File: src/rtl/regfile_cmd_entry_if.sv
// Command-entry bus between the switch/button front panel and the register-file command generator.
// The btn_abort line exists only when CMD_ENTRY_ABORT_EN is defined.
interface regfile_cmd_entry_if;
    logic [3:0]  sw;
    logic        btn;
`ifdef CMD_ENTRY_ABORT_EN
    logic        btn_abort;
`endif
    logic [1:0]  mode;
    logic [4:0]  wa;
    logic [15:0] wd;
    logic [4:0]  raA;
    logic [4:0]  raB;
    logic        we;
    logic        busy;

    modport master (
        output sw, btn,
`ifdef CMD_ENTRY_ABORT_EN
        output btn_abort,
`endif
        input  mode, wa, wd, raA, raB, we, busy
    );

    modport slave (
        input  sw, btn,
`ifdef CMD_ENTRY_ABORT_EN
        input  btn_abort,
`endif
        output mode, wa, wd, raA, raB, we, busy
    );
endinterface

File: src/rtl/regfile_cmd_entry.sv
// Switch/pushbutton command entry for the register file: write, single read or dual read.
// Optional abort button enabled by defining CMD_ENTRY_ABORT_EN.
module regfile_cmd_entry_deb #(
    parameter int DEBOUNCE_CYCLES = 4
) (
    input  logic clk,
    input  logic rst,
    input  logic raw_i,
    output logic press_o
);
    localparam int CW = $clog2(DEBOUNCE_CYCLES + 1);
    localparam logic [CW-1:0] CNT_MAX = CW'(DEBOUNCE_CYCLES - 1);

    logic          s1_q, s_q, db_q, db_d, press_q;
    logic [CW-1:0] cnt_q, cnt_d;

    always_comb begin
        db_d  = db_q;
        cnt_d = '0;
        if (s_q != db_q) begin
            if (cnt_q == CNT_MAX) begin
                db_d = s_q;
            end else begin
                cnt_d = cnt_q + 1'b1;
            end
        end
    end

    always_ff @(posedge clk) begin
        if (rst) begin
            s1_q    <= 1'b0;
            s_q     <= 1'b0;
            db_q    <= 1'b0;
            cnt_q   <= '0;
            press_q <= 1'b0;
        end else begin
            s1_q    <= raw_i;
            s_q     <= s1_q;
            db_q    <= db_d;
            cnt_q   <= cnt_d;
            press_q <= db_d & ~db_q;
        end
    end

    assign press_o = press_q;
endmodule

module regfile_cmd_entry #(
    parameter int DEBOUNCE_CYCLES = 4
) (
    input  logic                 clk,
    input  logic                 rst,
    regfile_cmd_entry_if.slave   bus
);
    localparam logic [3:0] S_ACCEPT  = 4'd0;
    localparam logic [3:0] S_A_HI    = 4'd1;
    localparam logic [3:0] S_A_LO    = 4'd2;
    localparam logic [3:0] S_D3      = 4'd3;
    localparam logic [3:0] S_D2      = 4'd4;
    localparam logic [3:0] S_D1      = 4'd5;
    localparam logic [3:0] S_D0      = 4'd6;
    localparam logic [3:0] S_WRITE   = 4'd7;
    localparam logic [3:0] S_SHOW_W  = 4'd8;
    localparam logic [3:0] S_B_HI    = 4'd9;
    localparam logic [3:0] S_B_LO    = 4'd10;
    localparam logic [3:0] S_SHOW_R1 = 4'd11;
    localparam logic [3:0] S_SHOW_R2 = 4'd12;

    logic [3:0]  state_q, state_d;
    logic [1:0]  op_q, op_d;
    logic [4:0]  wa_q, wa_d, raA_q, raA_d, raB_q, raB_d;
    logic [15:0] wd_q, wd_d;
    logic [1:0]  mode_q;
    logic        we_q;
    logic        press;
    logic        abort_press;

    function automatic logic [1:0] mode_of(input logic [3:0] st);
        case (st)
            S_WRITE, S_SHOW_W: mode_of = 2'b01;
            S_SHOW_R1:         mode_of = 2'b10;
            S_SHOW_R2:         mode_of = 2'b11;
            default:           mode_of = 2'b00;
        endcase
    endfunction

    function automatic logic is_entry(input logic [3:0] st);
        is_entry = (st == S_A_HI) || (st == S_A_LO) || (st == S_D3) || (st == S_D2) ||
                   (st == S_D1) || (st == S_D0) || (st == S_B_HI) || (st == S_B_LO);
    endfunction

    regfile_cmd_entry_deb #(.DEBOUNCE_CYCLES(DEBOUNCE_CYCLES)) u_deb_btn (
        .clk(clk), .rst(rst), .raw_i(bus.btn), .press_o(press)
    );

`ifdef CMD_ENTRY_ABORT_EN
    regfile_cmd_entry_deb #(.DEBOUNCE_CYCLES(DEBOUNCE_CYCLES)) u_deb_abort (
        .clk(clk), .rst(rst), .raw_i(bus.btn_abort), .press_o(abort_press)
    );
`else
    assign abort_press = 1'b0;
`endif

    always_comb begin
        state_d = state_q;
        op_d    = op_q;
        wa_d    = wa_q;
        wd_d    = wd_q;
        raA_d   = raA_q;
        raB_d   = raB_q;
        // Abort beats a coincident button press, so no capture happens on that edge.
        if (abort_press && is_entry(state_q)) begin
            state_d = S_ACCEPT;
        end else begin
            case (state_q)
                S_ACCEPT: if (press) begin
                    op_d = bus.sw[1:0];
                    if (bus.sw[1:0] != 2'b00) state_d = S_A_HI;
                end
                S_A_HI: if (press) begin
                    if (op_q == 2'b01) wa_d[4] = bus.sw[0];
                    else               raA_d[4] = bus.sw[0];
                    state_d = S_A_LO;
                end
                S_A_LO: if (press) begin
                    if (op_q == 2'b01) begin
                        wa_d[3:0] = bus.sw;
                        state_d   = S_D3;
                    end else begin
                        raA_d[3:0] = bus.sw;
                        state_d    = (op_q == 2'b10) ? S_SHOW_R1 : S_B_HI;
                    end
                end
                S_D3: if (press) begin
                    wd_d[15:12] = bus.sw;
                    state_d     = S_D2;
                end
                S_D2: if (press) begin
                    wd_d[11:8] = bus.sw;
                    state_d    = S_D1;
                end
                S_D1: if (press) begin
                    wd_d[7:4] = bus.sw;
                    state_d   = S_D0;
                end
                S_D0: if (press) begin
                    wd_d[3:0] = bus.sw;
                    state_d   = S_WRITE;
                end
                S_WRITE: state_d = S_SHOW_W;
                S_B_HI: if (press) begin
                    raB_d[4] = bus.sw[0];
                    state_d  = S_B_LO;
                end
                S_B_LO: if (press) begin
                    raB_d[3:0] = bus.sw;
                    state_d    = S_SHOW_R2;
                end
                S_SHOW_W, S_SHOW_R1, S_SHOW_R2: if (press) state_d = S_ACCEPT;
                default: state_d = S_ACCEPT;
            endcase
        end
    end

    // mode and we are registered from the next state so they line up with state entry.
    always_ff @(posedge clk) begin
        if (rst) begin
            state_q <= S_ACCEPT;
            op_q    <= 2'b00;
            wa_q    <= '0;
            wd_q    <= '0;
            raA_q   <= '0;
            raB_q   <= '0;
            mode_q  <= 2'b00;
            we_q    <= 1'b0;
        end else begin
            state_q <= state_d;
            op_q    <= op_d;
            wa_q    <= wa_d;
            wd_q    <= wd_d;
            raA_q   <= raA_d;
            raB_q   <= raB_d;
            mode_q  <= mode_of(state_d);
            we_q    <= (state_d == S_WRITE);
        end
    end

    assign bus.mode = mode_q;
    assign bus.wa   = wa_q;
    assign bus.wd   = wd_q;
    assign bus.raA  = raA_q;
    assign bus.raB  = raB_q;
    assign bus.we   = we_q;
    assign bus.busy = (state_q != S_ACCEPT);
endmodule

File: src/flat_wrapper.sv
// flat-port wrapper written by rule: the top's interface ports become plain ports
module regfile_cmd_entry_flat 
#(
    parameter int DEBOUNCE_CYCLES = 4
)
  (clk, rst, bus_sw, bus_btn, bus_mode, bus_wa, bus_wd, bus_raA, bus_raB, bus_we, bus_busy);
  regfile_cmd_entry_if bus_i ();
  input  logic clk;
  input  logic rst;
  input wire logic [$bits(bus_i.sw)-1:0] bus_sw;
  input wire logic [$bits(bus_i.btn)-1:0] bus_btn;
  output wire logic [$bits(bus_i.mode)-1:0] bus_mode;
  output wire logic [$bits(bus_i.wa)-1:0] bus_wa;
  output wire logic [$bits(bus_i.wd)-1:0] bus_wd;
  output wire logic [$bits(bus_i.raA)-1:0] bus_raA;
  output wire logic [$bits(bus_i.raB)-1:0] bus_raB;
  output wire logic [$bits(bus_i.we)-1:0] bus_we;
  output wire logic [$bits(bus_i.busy)-1:0] bus_busy;
  assign bus_i.sw = bus_sw;
  assign bus_i.btn = bus_btn;
  assign bus_mode = bus_i.mode;
  assign bus_wa = bus_i.wa;
  assign bus_wd = bus_i.wd;
  assign bus_raA = bus_i.raA;
  assign bus_raB = bus_i.raB;
  assign bus_we = bus_i.we;
  assign bus_busy = bus_i.busy;
  regfile_cmd_entry #(.DEBOUNCE_CYCLES(DEBOUNCE_CYCLES)) u_core (.clk(clk), .rst(rst), .bus(bus_i));
endmodule
File: config.mk
export PLATFORM = sky130hd
export DESIGN_NAME = regfile_cmd_entry_flat
export DESIGN_NICKNAME = d
export VERILOG_FILES = /design/src/rtl/regfile_cmd_entry_if.sv /design/src/rtl/regfile_cmd_entry.sv /design/src/flat_wrapper.sv
export SDC_FILE = /design/constraint.sdc
export NUM_CORES = 1
export LEC_CHECK = 0
export BUFFER_PORTS_ARGS = -buffer_cell sky130_fd_sc_hd__clkbuf_2
export CAP_MARGIN = 20
export CORE_UTILIZATION = 40
export DETAILED_ROUTE_END_ITERATION = 8
export GPL_TIMING_DRIVEN = 0
export HOLD_SLACK_MARGIN = 0.06
export PLACE_DENSITY = 0.67
export RECOVER_POWER = 50
export SLEW_MARGIN = 20
export SYNTH_ARGS = -nofsm -noshare
export SYNTH_HDL_FRONTEND = slang
export SYNTH_HIERARCHICAL = 1
export SYNTH_SLANG_ARGS = --single-unit
File: constraint.sdc
create_clock -name clk -period 1.9 [get_ports clk]
set_input_delay 0.095 -clock clk [delete_from_list [all_inputs] [get_ports clk]]
set_output_delay 0.095 -clock clk [all_outputs]
set_load 0.01 [all_outputs]
==> impl_metrics.toml <==
[status]
status = "finished, final reports clean"

[routing]
drt-pass1-iter-count = 4
routed_wl_um = 4060
ant_nets = 0
num_vias = 1588
route.detailed.drc = 0
via_per_inst = 4.95
wl_per_cell_um = 12.7
drt_iter0_drc = 123

[flow_run]
cap_violations = 0

[worst_setup_path]
max_stage_delay_ns = 0.46
cp_max_fo = 10
cp_cell_sequence = "clkbuf_1, and3b_1, o21ai_1, a311oi_2, a21boi_2"
cp_slowest_cell = "dfxtp_1"
critPathKind = "reg -> reg"
cp_data_required_time_ns = 2.13
reg2regPathDepth = 5
start_kind = "flip-flop"
cp_data_arrival_time_ns = 2.00
endpoint_kind = "flip-flop"

[die]
ios = 42
die_x_um = 72.0
start_util = 0.415
core-area_um2 = 4720
row_count = 25
dieArea_um2 = 5190
die_y_um = 72.0

[timing]
max_freq_mhz = 565
clock_skew_ns = 0.00783
tns_ns = 0
rsz0062_at_grt = "no"
slew_viol_final = 0
worstMarginPinSlew_ns = 0.529
setup_viol = 0
slew_headroom = 0.648
finalCritPeriodShare = 0.931
fin_crit_ns = 1.77
hold_viol = 0

[synthesis]
syn_area_per_cell_um2 = 9.62
ys_seq_elements = 47
synth_seq_area_share = 0.480
synthTopCellsByArea = "dfxtp_1 (48%), mux2i_1 (14%), nor2_1 (6.5%), clkbuf_1 (2.7%), nand3_1 (2.6%)"
synth_area_leader_cell = "dfxtp_1"
ys_types = 43
netlist_area_um2 = 1960
yosys_warnings = 6
syn_inst = 204
synth_top_area_share = 0.480
synth_fp_nets = 214

[placement]
dp_cells = 311
dp_hpwl_um = 2810
place.gp.congestion = 0.789
port_buffers = 40

[global_route]
antenna_found_initial = 0
grt_pass1_wl_um = 6610
grt_pass1_vias = 1366
overflow = 0
grt_usage = 0.166
grt_max_degree = 15

[layout]
n_antenna_cell = 0
final_cell_mix = "clkbuf_1 (48), dfxtp_1 (47), nor2_1 (34)"
drive_gt1_frac = 0.0945
final_cells = 321
final_nets = 263
final_common_cell = "clkbuf_1"
syn2layout_area_growth_pct = 18.5

[clock_network]
clkSlewWorstSetupHoldPaths_ns = 0.08
postCtsSetupBuffers = 0
htree_levels = 2
cts_tree = "built"
root_buffer = "clkbuf_8"
clk_path_buf_depth = 2
cts_sinks = 47
cts_buffers = 5
worstSkewPairLatency_ns = 0.30

[power_and_ir_drop]
leakage_uw = 0.000864
pwr-share-clk = 0.369
p_sw_uw = 378
combPwrFrac = 0.043
totalPowerFinal_uw = 1690
vdd_drop_max_mv = 0.380
swShare = 0.224
p_int_uw = 1310
power-per-cell-area_nw_per_um2 = 728
p_seq_frac = 0.588

[hold_path]
hold_depth = 2
hp-class = "in -> reg"
## cells in the mapped netlist (all sizes together)
| cell | number |
|---|---|
| or4 | 1 |
| buf | 2 |
| a32oi | 1 |
| a21oi | 7 |
| nor2 | 34 |
| xor2 | 1 |
| mux2 | 1 |
| and3 | 2 |
| ha | 3 |
| inv | 3 |
| o22ai | 1 |
| a31o | 1 |
| mux2i | 27 |
| o211ai | 1 |
| nand2 | 12 |
| o21a | 1 |
| a31oi | 1 |
| nor2b | 8 |
| a22oi | 1 |
| xnor2 | 1 |
| dfxtp | 47 |
| a311oi | 1 |
| nand2b | 1 |
| nor3b | 3 |
| o21ai | 2 |
| a211o | 2 |
| nor4b | 3 |
| and4bb | 1 |
| a21o | 1 |
| a21boi | 1 |
| nor4 | 2 |
| a2111oi | 1 |
| nand3 | 10 |
| and2b | 1 |
| nand3b | 1 |
| or3 | 2 |
| and3b | 1 |
| clkbuf | 14 |
| o32a | 1 |
## layout make-up
| cell class | instances | area [um2] |
|---|---|---|
| Fill cell | 491 | 2400 |
| Multi-Input combinational cell | 138 | 946 |
| Sequential cell | 47 | 941 |
| Timing Repair Buffer | 42 | 178 |
| Clock buffer | 7 | 86.3 |
| Tap cell | 67 | 83.8 |
| Buffer | 16 | 70.1 |
| Inverter | 3 | 11.3 |
| Clock inverter | 1 | 8.76 |
## power groups by stage
stage          Combinational [uW]  Clock [uW]  Sequential, uW
2_1_floorplan                40.0           0            1020
3_3_place_gp                 69.6           0            1020
3_5_place_dp                 70.3           0            1020
4_1_cts                      73.8         640             995
5_1_grt                      80.2         678             996
6_report                     73.0         624             995
## flip-flops by register name, indices dropped and copies added, names as in the netlist
signal                    flops
u_core/bus.mode               2
u_core/bus.raA                5
u_core/bus.raB                5
u_core/bus.wa                 5
u_core/bus.wd                16
u_core/bus.we                 1
u_core/op_q                   2
u_core/state_q                4
u_core/u_deb_btn/cnt_q        3
u_core/u_deb_btn/db_q         1
u_core/u_deb_btn/press_o      1
u_core/u_deb_btn/s1_q         1
u_core/u_deb_btn/s_q          1
## critical path: cells and delay by family (launching register included)
family	cells	cell delay [ns]
DFF	1	0.46
AOI/OAI and AO/OA	3	0.61
buffers and inverters	1	0.41
and+or+nand+nor	1	0.23
## path summary, 6_finish.rpt
check / slack (ns) / startpoint / end
min reg2reg: 0.44 / u_core/u_deb_btn/s1_q / u_core/u_deb_btn/s_q
min: 0.1 / rst / u_core/u_deb_btn/s_q
max: 0.13 / u_core/state_q[2] / u_core/bus.mode[1]
max reg2reg: 0.13 / u_core/state_q[2] / u_core/bus.mode[1]
## layer usage
layer | GRT usage | share of wire | vias up
li1 | - | - | 799
met3 | 0.0389 | 0.051 | 9
met2 | 0.244 | 0.43 | 58
met4 | 0.0719 | 0.019 | 0
met5 | 0 | 0 | -
met1 | 0.232 | 0.50 | 722
## stage by stage
stage	setup slack [ns]	hold slack, ns	util	instance area [um2]
after global routing	0.00356	0.0927	0.492	2320
after floorplan	0.312	0.167	-	1960
after global placement	0.117	0.307	0.475	2250
final	0.130	0.0957	0.492	2320
after detailed placement	0.105	0.314	0.475	2250
after CTS	0.0841	0.0996	0.500	2360
## kinds of logic (layout without fill, tap and decap cells)
group                      Yosys count  in the layout  share of synthesized area
buffers and inverters               19             69                     0.0408
DFF                                 47             47                      0.480
xor gates and xnor gates             2              2                    0.00893
adders and majority gates            3              3                     0.0191
and+or+nand+nor                     82             82                      0.217
AOI/OAI and AO/OA                   23             23                     0.0886
muxes                               28             28                      0.145
## what timing repair did
item	in CTS	in global routing
setup endpoints to repair	0	10
endpoints found under the hold margin	2	0
gates resized for setup	0	4
hold buffers	2	0
No activity file was read; power rests on OpenSTA's default activity.
